==> src/rtl/pipe_stage_chain.sv <==
// Multi-stage payload pipeline with per-stage stall and flush, and a youngest-first forwarding lookup.
// Optional performance counters are enabled with `define PIPE_STAGE_CHAIN_PERF_CNT_EN.
module pipe_stage_chain #(
    parameter int DBITS               = 32,
    parameter int DEPTH               = 4,
    parameter int REG_INDEX_BIT_WIDTH = 4
) (
    input  logic                                 clk,
    input  logic                                 reset,
    input  logic                                 in_valid,
    input  logic [DBITS-1:0]                     in_data,
    input  logic [REG_INDEX_BIT_WIDTH-1:0]       in_rd,
    input  logic                                 in_wr_reg,
    input  logic [DEPTH-1:0]                     stall,
    input  logic [DEPTH-1:0]                     flush,
    output logic                                 in_ready,
    output logic [DEPTH-1:0]                     out_valid,
    output logic [DEPTH*DBITS-1:0]               out_data,
    output logic [DEPTH*REG_INDEX_BIT_WIDTH-1:0] out_rd,
    output logic [DEPTH-1:0]                     out_wr_reg,
    input  logic [REG_INDEX_BIT_WIDTH-1:0]       lookup_rs,
    output logic                                 fwd_hit,
    output logic [2:0]                           fwd_stage,
    output logic [DBITS-1:0]                     fwd_data
`ifdef PIPE_STAGE_CHAIN_PERF_CNT_EN
    ,
    output logic [31:0]                          bubble_cnt,
    output logic [31:0]                          flush_cnt
`endif
);

    logic [DEPTH-1:0]               stageValid;
    logic [DEPTH-1:0]               stageWr;
    logic [DBITS-1:0]               stageData [DEPTH];
    logic [REG_INDEX_BIT_WIDTH-1:0] stageRd   [DEPTH];

    logic [DEPTH-1:0]               nextValid;
    logic [DEPTH-1:0]               nextWr;
    logic [DBITS-1:0]               nextData  [DEPTH];
    logic [REG_INDEX_BIT_WIDTH-1:0] nextRd    [DEPTH];

    logic [DEPTH-1:0]               hold;

    // A stall freezes its own stage and everything upstream of it.
    always_comb begin
        hold = '0;
        for (int i = 0; i < DEPTH; i++) begin
            hold[i] = |(stall >> i);
        end
    end

    assign in_ready = ~hold[0];

    always_comb begin
        // NOTE: every signal gets a default before any branch so no latch is inferred.
        nextValid = stageValid;
        nextWr    = stageWr;
        nextData  = stageData;
        nextRd    = stageRd;

        if (!hold[0]) begin
            nextValid[0] = in_valid;
            nextWr[0]    = in_wr_reg;
            nextData[0]  = in_data;
            nextRd[0]    = in_rd;
        end

        for (int i = 1; i < DEPTH; i++) begin
            if (!hold[i]) begin
                if (!hold[i-1]) begin
                    nextValid[i] = stageValid[i-1];
                    nextWr[i]    = stageWr[i-1];
                    nextData[i]  = stageData[i-1];
                    nextRd[i]    = stageRd[i-1];
                end else begin
                    // Upstream is frozen: insert a bubble, leaving payload bits as they were.
                    nextValid[i] = 1'b0;
                    nextWr[i]    = 1'b0;
                end
            end
        end

        // Flush kills liveness only; payload follows the normal hold/load path.
        for (int i = 0; i < DEPTH; i++) begin
            if (flush[i]) begin
                nextValid[i] = 1'b0;
                nextWr[i]    = 1'b0;
            end
        end
    end

    always_ff @(posedge clk) begin
        // NOTE: state registers use non-blocking assignments so all stages update from pre-edge values.
        if (reset) begin
            // NOTE: payload registers are reset too, because they are directly visible on out_data/out_rd.
            stageValid <= '0;
            stageWr    <= '0;
            for (int i = 0; i < DEPTH; i++) begin
                stageData[i] <= '0;
                stageRd[i]   <= '0;
            end
        end else begin
            stageValid <= nextValid;
            stageWr    <= nextWr;
            stageData  <= nextData;
            stageRd    <= nextRd;
        end
    end

    always_comb begin
        out_data = '0;
        out_rd   = '0;
        for (int i = 0; i < DEPTH; i++) begin
            out_data[i*DBITS +: DBITS]                             = stageData[i];
            out_rd[i*REG_INDEX_BIT_WIDTH +: REG_INDEX_BIT_WIDTH] = stageRd[i];
        end
    end

    assign out_valid  = stageValid;
    assign out_wr_reg = stageWr;

    // Scan oldest to youngest so the youngest matching writer is the last one assigned.
    always_comb begin
        fwd_hit   = 1'b0;
        fwd_stage = 3'd0;
        fwd_data  = '0;
        for (int i = DEPTH - 1; i >= 0; i--) begin
            if (stageValid[i] && stageWr[i] && (stageRd[i] == lookup_rs)) begin
                fwd_hit   = 1'b1;
                fwd_stage = 3'(i);
                fwd_data  = stageData[i];
            end
        end
    end

`ifdef PIPE_STAGE_CHAIN_PERF_CNT_EN
    logic bubbleAny;

    // A bubble enters stage i exactly when stage i moves but stage i-1 is held.
    assign bubbleAny = |(hold[DEPTH-2:0] & ~hold[DEPTH-1:1]);

    always_ff @(posedge clk) begin
        if (reset) begin
            bubble_cnt <= '0;
            flush_cnt  <= '0;
        end else begin
            if (bubbleAny) begin
                bubble_cnt <= bubble_cnt + 32'd1;
            end
            if (|flush) begin
                flush_cnt <= flush_cnt + 32'd1;
            end
        end
    end
`endif

endmodule
==> config.mk <==
export PLATFORM = sky130hd
export DESIGN_NAME = pipe_stage_chain
export DESIGN_NICKNAME = d
export VERILOG_FILES = /design/src/rtl/pipe_stage_chain.sv
export SDC_FILE = /design/constraint.sdc
export NUM_CORES = 1
export LEC_CHECK = 0
export ABC_CLOCK_PERIOD_IN_PS = 3500
export CAP_MARGIN = 20
export CELL_PAD_IN_SITES_DETAIL_PLACEMENT = 1
export CELL_PAD_IN_SITES_GLOBAL_PLACEMENT = 2
export CORE_ASPECT_RATIO = 1.25
export CORE_UTILIZATION = 26
export DETAILED_ROUTE_END_ITERATION = 12
export PLACE_DENSITY = 0.95
export RECOVER_POWER = 50
export SETUP_SLACK_MARGIN = 0.5
export SKIP_CTS_REPAIR_TIMING = 1
export SKIP_LAST_GASP = 1
export SYNTH_ARGS = -nofsm -noshare
export SYNTH_HDL_FRONTEND = slang
export SYNTH_SLANG_ARGS = --single-unit
==> constraint.sdc <==
create_clock -name clk -period 3.5 [get_ports clk]
set_input_delay 0.525 -clock clk [delete_from_list [all_inputs] [get_ports clk]]
set_output_delay 0.525 -clock clk [all_outputs]
set_load 0.005 [all_outputs]
Word-level counts from Yosys, hierarchy flattened
Index checks and enable logic that the tools add are counted. Widths: inputs -> output; s select.

Register bits: 152. Latch bits: 0. Bits in writable memories: 0. Memory bits (read-only): 0. Input bits: 52. Logic and storage cells: 60. Memories: 0.

$add $sub $neg: 0. $mul: 0. Div/mod/pow operators: 0. Magnitude comparators: 0. Equality and inequality tests: 4. Shift operators: 0. Mux-type cells: 18. Bitwise logic cells: 4. Reduce and logical (&&, ||, !) cells: 18.

Operators by type and width (number): $mux 32 (4); $eq 4x4->1 (4); $mux 1 (10); $reduce_or 2->1 (5); $logic_and 1x1->1 (8); $mux 2 (3); $reduce_and 2->1 (3); $not 1->1 (4); $reduce_or 4->1 (1); $mux 3 (1); $reduce_or 3->1 (1).

Logic depth before layout (Yosys ltp)
Gate-level depths: netlist (run 1).

Word-level depth: 6. Depth in mapped cells: 9.

Worst setup path before layout (run 1)
OpenSTA, ideal clock, no wires.

Path kind: input to output. From: in lookup_rs[2]. To: out fwd_data[11]. Data arrival time: 1.862 ns. Path slack: 1.113 ns. Stages: 7. Path through: xor2_1 > nor3_1 > nand4_1 > and2_0 > buf_2 > buf_2 > a221oi_2.

Word-level cells in the longest chain between the ends: 6. Elaborated cells on any way between the ends: 12. Those cells by class: 4 x eq/ne; 4 x mux; 4 x reduce/logical.

RTL lines: start, declared (line 21) `input logic [REG_INDEX_BIT_WIDTH-1:0] lookup_rs,`; $eq 4x4->1 (line 128) `if (stageValid[i] && stageWr[i] && (stageRd[i] == lookup_rs)) begin`; $logic_and 1x1->1 (line 128); $mux 32 (3 in series) (line 128); $mux 32 * (line 128); end, declared (line 24) `output logic [DBITS-1:0] fwd_data`.

Mark *: on every way between the ends. The rest lies on a longest branch, timed or not.

Worst setup path after layout (run 1)
From: in lookup_rs[0]. To: out fwd_data[21].

The elaborated chain is that of the path after synthesis.

==> reports/qor.yml, run 1 <==
clocking:
  clock_sinks: 152
  root_buffer: "clkbuf_16"
  htreeDepth: 4
  numCtsBuffers: 17
  clk_pin_slew_ns: 0.06
  cts_buffer_depth: 2
  cts_tree: "built"
  clock_latency_ns: 0.42
timing:
  finalSetupViolCount: 0
  hold_viol_final: 0
  rsz0062_at_grt: "yes"
  fin_crit_ns: 2.89
  maxClockFrequency_ghz: 0.345
  fin_crit_sh_pct: 82.7
  fin_skew_ns: 0.0108
  drv_slew: 94
  worst_slew_pin_slew_ns: 2.49
  slew_headroom_pct: -66.2
cells_and_area:
  n_antenna_cell: 0
  final_cells: 1450
  area_growth_pct: 52.2
  drive_gt1_share_pct: 9.96
  largest_reg_flops: 128
  fin_nets: 1154
  stdcell_area_sq_um: 10300
synth:
  yosysMostFrequentCell: "nand2_1"
  synth_top_family_by_area: "simple AND/OR/NAND/NOR gates"
  synth_fa_ha_area_share_pct: 0
  yosysTopAreaCellShare_pct: 44.9
  yosysUniqueCellTypes: 31
  ys_warn_count: 0
  synth_compound_area_share_pct: 21.8
  synth_simple_gate_area_share_pct: 23.5
  syn_nets: 935
  synth_area_leader_cell: "dfxtp_1"
  synth_edf_count: 0
  yosys.area_share.xor_xnor_pct: 1.68
  synth-seq-cells: 152
  avgSynthCellArea_sq_um: 7.67
  synthTopCellsByCount: "nand2_1 (289), dfxtp_1 (152), a21oi_1 (151)"
  synth_area_leaders: "dfxtp_1 (45%), nand2_1 (16%), a21oi_1 (11%)"
  netlist_area_sq_um: 6770
  synthMuxAreaShare_pct: 0.296
  ys_async_sr_fraction_pct: 0
  synth-main-ff-cell: "dfxtp_1"
  synthCells: 883
  yosysSeqAreaShare_pct: 44.9
worst_setup_path:
  cp-start-kind: "input pin"
  r2r.worst_path.cells: 3
  rr_endpoint: "out_valid[1]$_SDFFE_PP0N_"
  worstSetupPathType: "in2out"
  cp_max_fo: 9
  critPathCaptureType: "primary output"
  ff2ff_setup_slack_ns: 2.42
  cp.required_ns: 2.97
  reg2reg_from: "out_valid[0]$_SDFFE_PP0P_"
  arrival_ns: 2.37
min_path:
  hold_start: "out_data[127]$_SDFFE_PP0P_"
  hold_path_end: "out_data[127]$_SDFFE_PP0P_"
  whs_path_depth: 2
  hp-class: "reg2reg"
status:
  violations: "max-capacitance violations, max-slew violations"
  status: "finished with violations"
routing:
  drt_iter0_markers: 222
  avgRoutedWirePerCell_microns: 18.5
  route.detailed.drc: 0
  num_vias: 6979
  drt_pass1_iterations: 4
  drt_wl_total_mm: 26.8
  viasPerCell: 4.81
  drtAntennaViolNets: 0
run:
  drv_cap: 2
global_routing:
  gr-usage-all-layers_pct: 19.9
  grt_util_met3_pct: 4.00
  grt_pass1_wl_mm: 41.3
  grt_pass1_vias: 7176
  use_met2_pct: 36.7
  grt.overflow.total: 0
  antenna_found_initial: 0
  grt_most_used_layer: "met2"
  grt_max_degree: 85
  grtUsageMet1_pct: 22.3
pwr:
  power_mw: 3.77
  p_leak_nw: 4.28
  vdd_drop_max_mv: 0.289
  p_per_area_nw_per_um2: 365
die:
  pin_count: 241
  fp-row-count: 65
  die_w_microns: 146
  initial_core_util_pct: 26.6
  core_area_sq_um: 25500
  fp.dieArea_sq_um: 26700
  die_h_microns: 182
place:
  post_dp_cell_area_sq_um: 9550
  portBuffers: 239
  place_congestion: 0.761
  hpwlAfterDp_mm: 17.7
  dpl.cell_count: 1412
[placed cells by master (no fill, tap or decap), types with 3 or more instances in the layout]
cell             instances
a211oi_1                32
a21oi_1                151
a221oi_1                 4
a221oi_2                28
buf_12                  10
buf_4                   12
buf_6                    7
clkbuf_1                 4
clkbuf_16               17
clkdlybuf4s50_1        101
clkinv_4                 3
dfxtp_1                152
dlygate4sd3_1           95
dlymetal6s2s_1          40
inv_1                   33
inv_2                    3
inv_6                    4
nand2_1                289
nand3_1                 35
nor2_1                  35
nor2_4                   3
nor3_1                   9
nor3b_1                  6
xnor2_1                  6
xor2_1                   5
[stage by stage]
stage	TNS, ns	util (%)	setup slack, ns	hold WS [ns]
floorplan	0	-	1.11	0.466
global placement	-0.257	37.5	-0.0502	0.459
detailed placement	-1.11	37.5	-0.117	0.469
CTS	-1.54	39.7	-0.120	0.425
global route	0	40.5	0.403	0.499
finish	0	40.5	0.605	0.474
[critical path, stage by stage]
cell	delay [ns]
dlymetal6s2s_1	0.18
inv_2	0.06
a222oi_1	0.35
nor4b_4	0.32
buf_6	0.18
buf_12	0.10
buf_12	0.11
nand3_1	0.09
a221oi_2	0.28
buf_2	0.16
[layer usage]
metal	routed length (microns)	share of wire, %	vias up
met2	14000	52	172
met5	0	0	-
li1	-	-	3396
met4	582	2.2	0
met1	11100	41	3381
met3	1170	4.3	30
[layout make-up]
| type | count | area [sq um] |
|---|---|---|
| clock buffer | 18 | 429 |
| fill | 3007 | 15100 |
| timing repair buffer | 274 | 2890 |
| inverter | 36 | 135 |
| clock inverter | 14 | 139 |
| tap | 335 | 419 |
| multi-input combinational | 621 | 3250 |
| sequential | 152 | 3040 |
[how the worst max path moves through the flow]
stage	startpoint	to	slack (ns)	cells after the start
detailed placement	lookup_rs[0]	fwd_data[15]	-0.12	9
CTS	lookup_rs[0]	fwd_data[15]	-0.12	9
global placement	lookup_rs[0]	fwd_data[27]	-0.05	9
floorplan	lookup_rs[2]	fwd_data[11]	1.11	7
finish	lookup_rs[0]	fwd_data[21]	0.61	10
global route	stall[3]	out_wr_reg[2]$_SDFFE_PP0N_	0.40	6
[logic make-up after synthesis]
group	after synthesis
and+or+nand+nor	387
buffers and inverters	110
DFF	152
AOI/OAI and AO/OA	218
xor gates and xnor gates	13
muxes	2
other	1
[where the power goes]
group          switching [mW]  total [mW]  internal [mW]
Clock                   0.816        1.81          0.999
Sequential             0.0114        1.75           1.74
Combinational           0.117       0.203         0.0856
Power figures use the tool's default switching activity.
==> run 2: changes to the inputs <==
- ABC_CLOCK_PERIOD_IN_PS: 3500 -> 2400
- CORE_UTILIZATION: 26 -> 22
- PLACE_DENSITY: 0.95 -> 0.88
- clock period: 3.5 -> 2.4 ns (I/O delays scaled with it)
==> run 2 against run 1 <==
The run ends with negative setup slack left. Non-clock buffer count is 45 higher. Sequential power is 46% higher. Clock-buffer cell count is 1 lower. Clock power is 53% higher. First-iteration DRC count is 16% higher. Hold slack worse by 0.037 ns.
==> reports/qor.yml, run 2 (synthesized netlist as in run 1, its figures left out) <==
status:
  status: "finished with violations"
  violations: "negative setup slack"
die:
  fp.dieArea_sq_um: 31500  # +18%
  die_h_microns: 198  # +8.6%
  die_w_microns: 159  # +8.6%
  pin_count: 241  # unchanged
  initial_core_util_pct: 22.4  # -4.2 points
  fp-row-count: 71  # +9.2%
  core_area_sq_um: 30200  # +19%
pwr:
  p_per_area_nw_per_um2: 522  # +43%
  power_mw: 5.64  # +50%
  p_leak_nw: 3.82  # -11%
  vdd_drop_max_mv: 0.382  # +32%
timing:
  drv_slew: 0  # -100%
  maxClockFrequency_ghz: 0.363
  finalSetupViolCount: 35  # +35
  rsz0062_at_grt: "yes"
  slew_headroom_pct: 23.4  # +90 points
  layout_setup_ws_ns: -0.353  # -0.958 ns
  fin_skew_ns: 0.0134  # +0.00257 ns
  fin_crit_sh_pct: 115
  hold_viol_final: 0  # unchanged
  fin_crit_ns: 2.75
  worst_slew_pin_slew_ns: 1.15  # -1.34 ns
worst_setup_path:
  critPathCaptureType: "primary output"
  ff2ff_setup_slack_ns: 1.34  # -1.08 ns
  reg2reg_from: "out_valid[0]$_SDFFE_PP0P_"
  cp-start-kind: "flop"
  rr_endpoint: "out_valid[1]$_SDFFE_PP0N_"
  arrival_ns: 2.39  # +0.02 ns
  worstSetupPathType: "reg2out"
  r2r.worst_path.cells: 3  # unchanged
  cp_max_fo: 5  # -4
  cp.required_ns: 2.04  # -0.93 ns
routing:
  drt_pass1_iterations: 6  # +2
  drtAntennaViolNets: 0  # unchanged
  num_vias: 7224  # +3.5%
  drt_iter0_markers: 258  # +16%
  viasPerCell: 4.63  # -3.8%
  drt_wl_total_mm: 28.8  # +7.4%
  route.detailed.drc: 0  # unchanged
  avgRoutedWirePerCell_microns: 18.5  # -0.24%
clocking:
  numCtsBuffers: 17  # unchanged
  cts_tree: "built"
  root_buffer: "clkbuf_16"
  cts_buffer_depth: 2  # unchanged
  htreeDepth: 4  # unchanged
  clock_latency_ns: 0.43  # about the same
  clk_pin_slew_ns: 0.07  # about the same
  clock_sinks: 152  # unchanged
cells_and_area:
  largest_reg_flops: 128  # unchanged
  final_cells: 1561  # +7.7%
  final_util_pct: 35.8  # -4.7 points
  layout_common_cells: "nand2_1 (289), clkdlybuf4s50_1 (152), a21oi_1 (151), dfxtp_1 (150), buf_4 (46)"
  drive_gt1_share_pct: 18.4  # +8.5 points
  final_common_cell: "nand2_1"
  area_growth_pct: 59.5
  n_antenna_cell: 0  # unchanged
  fin_nets: 1199  # +3.9%
global_routing:
  grt.overflow.total: 0  # unchanged
  grt_pass1_wl_mm: 42.9  # +3.8%
  grt_pass1_vias: 7456  # +3.9%
  grt_max_degree: 79  # -7.1%
  gr-usage-all-layers_pct: 17.5  # -2.4 points
  antenna_found_initial: 0  # unchanged
place:
  portBuffers: 239  # unchanged
  place_congestion: 0.767  # +0.72%
  dpl.cell_count: 1512  # +7.1%
  hpwlAfterDp_mm: 19.4  # +9.8%
run:
  drv_cap: 0  # -2
min_path:
  whs_path_depth: 3  # +1
  hold_start: "reset"
  hp-class: "in2reg"
  hold_path_end: "out_data[28]$_SDFFE_PP0P_"
## run 2: area by class of cell
class	instances	area [sq um]
Clock buffer	17	425
Clock inverter	15	174
Fill cell	3609	19400
Inverter	36	143
Multi-Input combinational cell	621	3480
Sequential cell	152	3050
Tap cell	401	502
Timing Repair Buffer	319	3030
## run 2: where the power goes
part	switching [mW]	internal, mW	total (mW)
logic	0.175	0.141	0.315
clock network	1.28	1.50	2.77
registers	0.0160	2.53	2.55
total	1.47	4.17	5.64
## run 2: how the worst max path moves through the flow
stage | slack, ns | cells past startpoint | to | from
finish | -0.35 | 8 | fwd_data[21] | out_rd[12]$_SDFFE_PP0P_
global route | -0.44 | 8 | fwd_data[24] | out_rd[12]$_SDFFE_PP0P_
CTS | -1.03 | 10 | fwd_data[21] | lookup_rs[0]
detailed placement | -1.01 | 10 | fwd_data[21] | lookup_rs[0]
global placement | -0.85 | 9 | fwd_data[31] | lookup_rs[0]
floorplan | 0.44 | 6 | fwd_data[13] | lookup_rs[0]
## run 2: routing by layer
layer / track usage (%) / vias to the layer above / part of all wire, %
li1: - / 3484 / -
met1: 19.5 / 3531 / 41
met2: 32.7 / 179 / 53
met3: 3.54 / 30 / 3.7
met4: 6.23 / 0 / 1.9
met5: 0 / - / 0
## run 2: metrics by stage
stage / hold slack (ns) / worst slack (ns) / setup TNS, ns / area, sq um
CTS: 0.445 / -1.03 / -30.70 / 10600
floorplan: 0.437 / 0.437 / 0 / 6820
finish: 0.437 / -0.353 / -8.38 / 10800
global placement: 0.460 / -0.852 / -28.51 / 9970
global route: 0.454 / -0.436 / -12.75 / 10800
detailed placement: 0.470 / -1.01 / -31.95 / 9970
## run 2: worst max-delay path, stage by stage, from the launching register on
cell	delay (ns)
dfxtp_2	0.33
a222oi_1	0.34
nor4b_4	0.33
buf_6	0.19
buf_6	0.13
buf_12	0.11
nand3_2	0.09
a221oi_2	0.27
buf_2	0.17
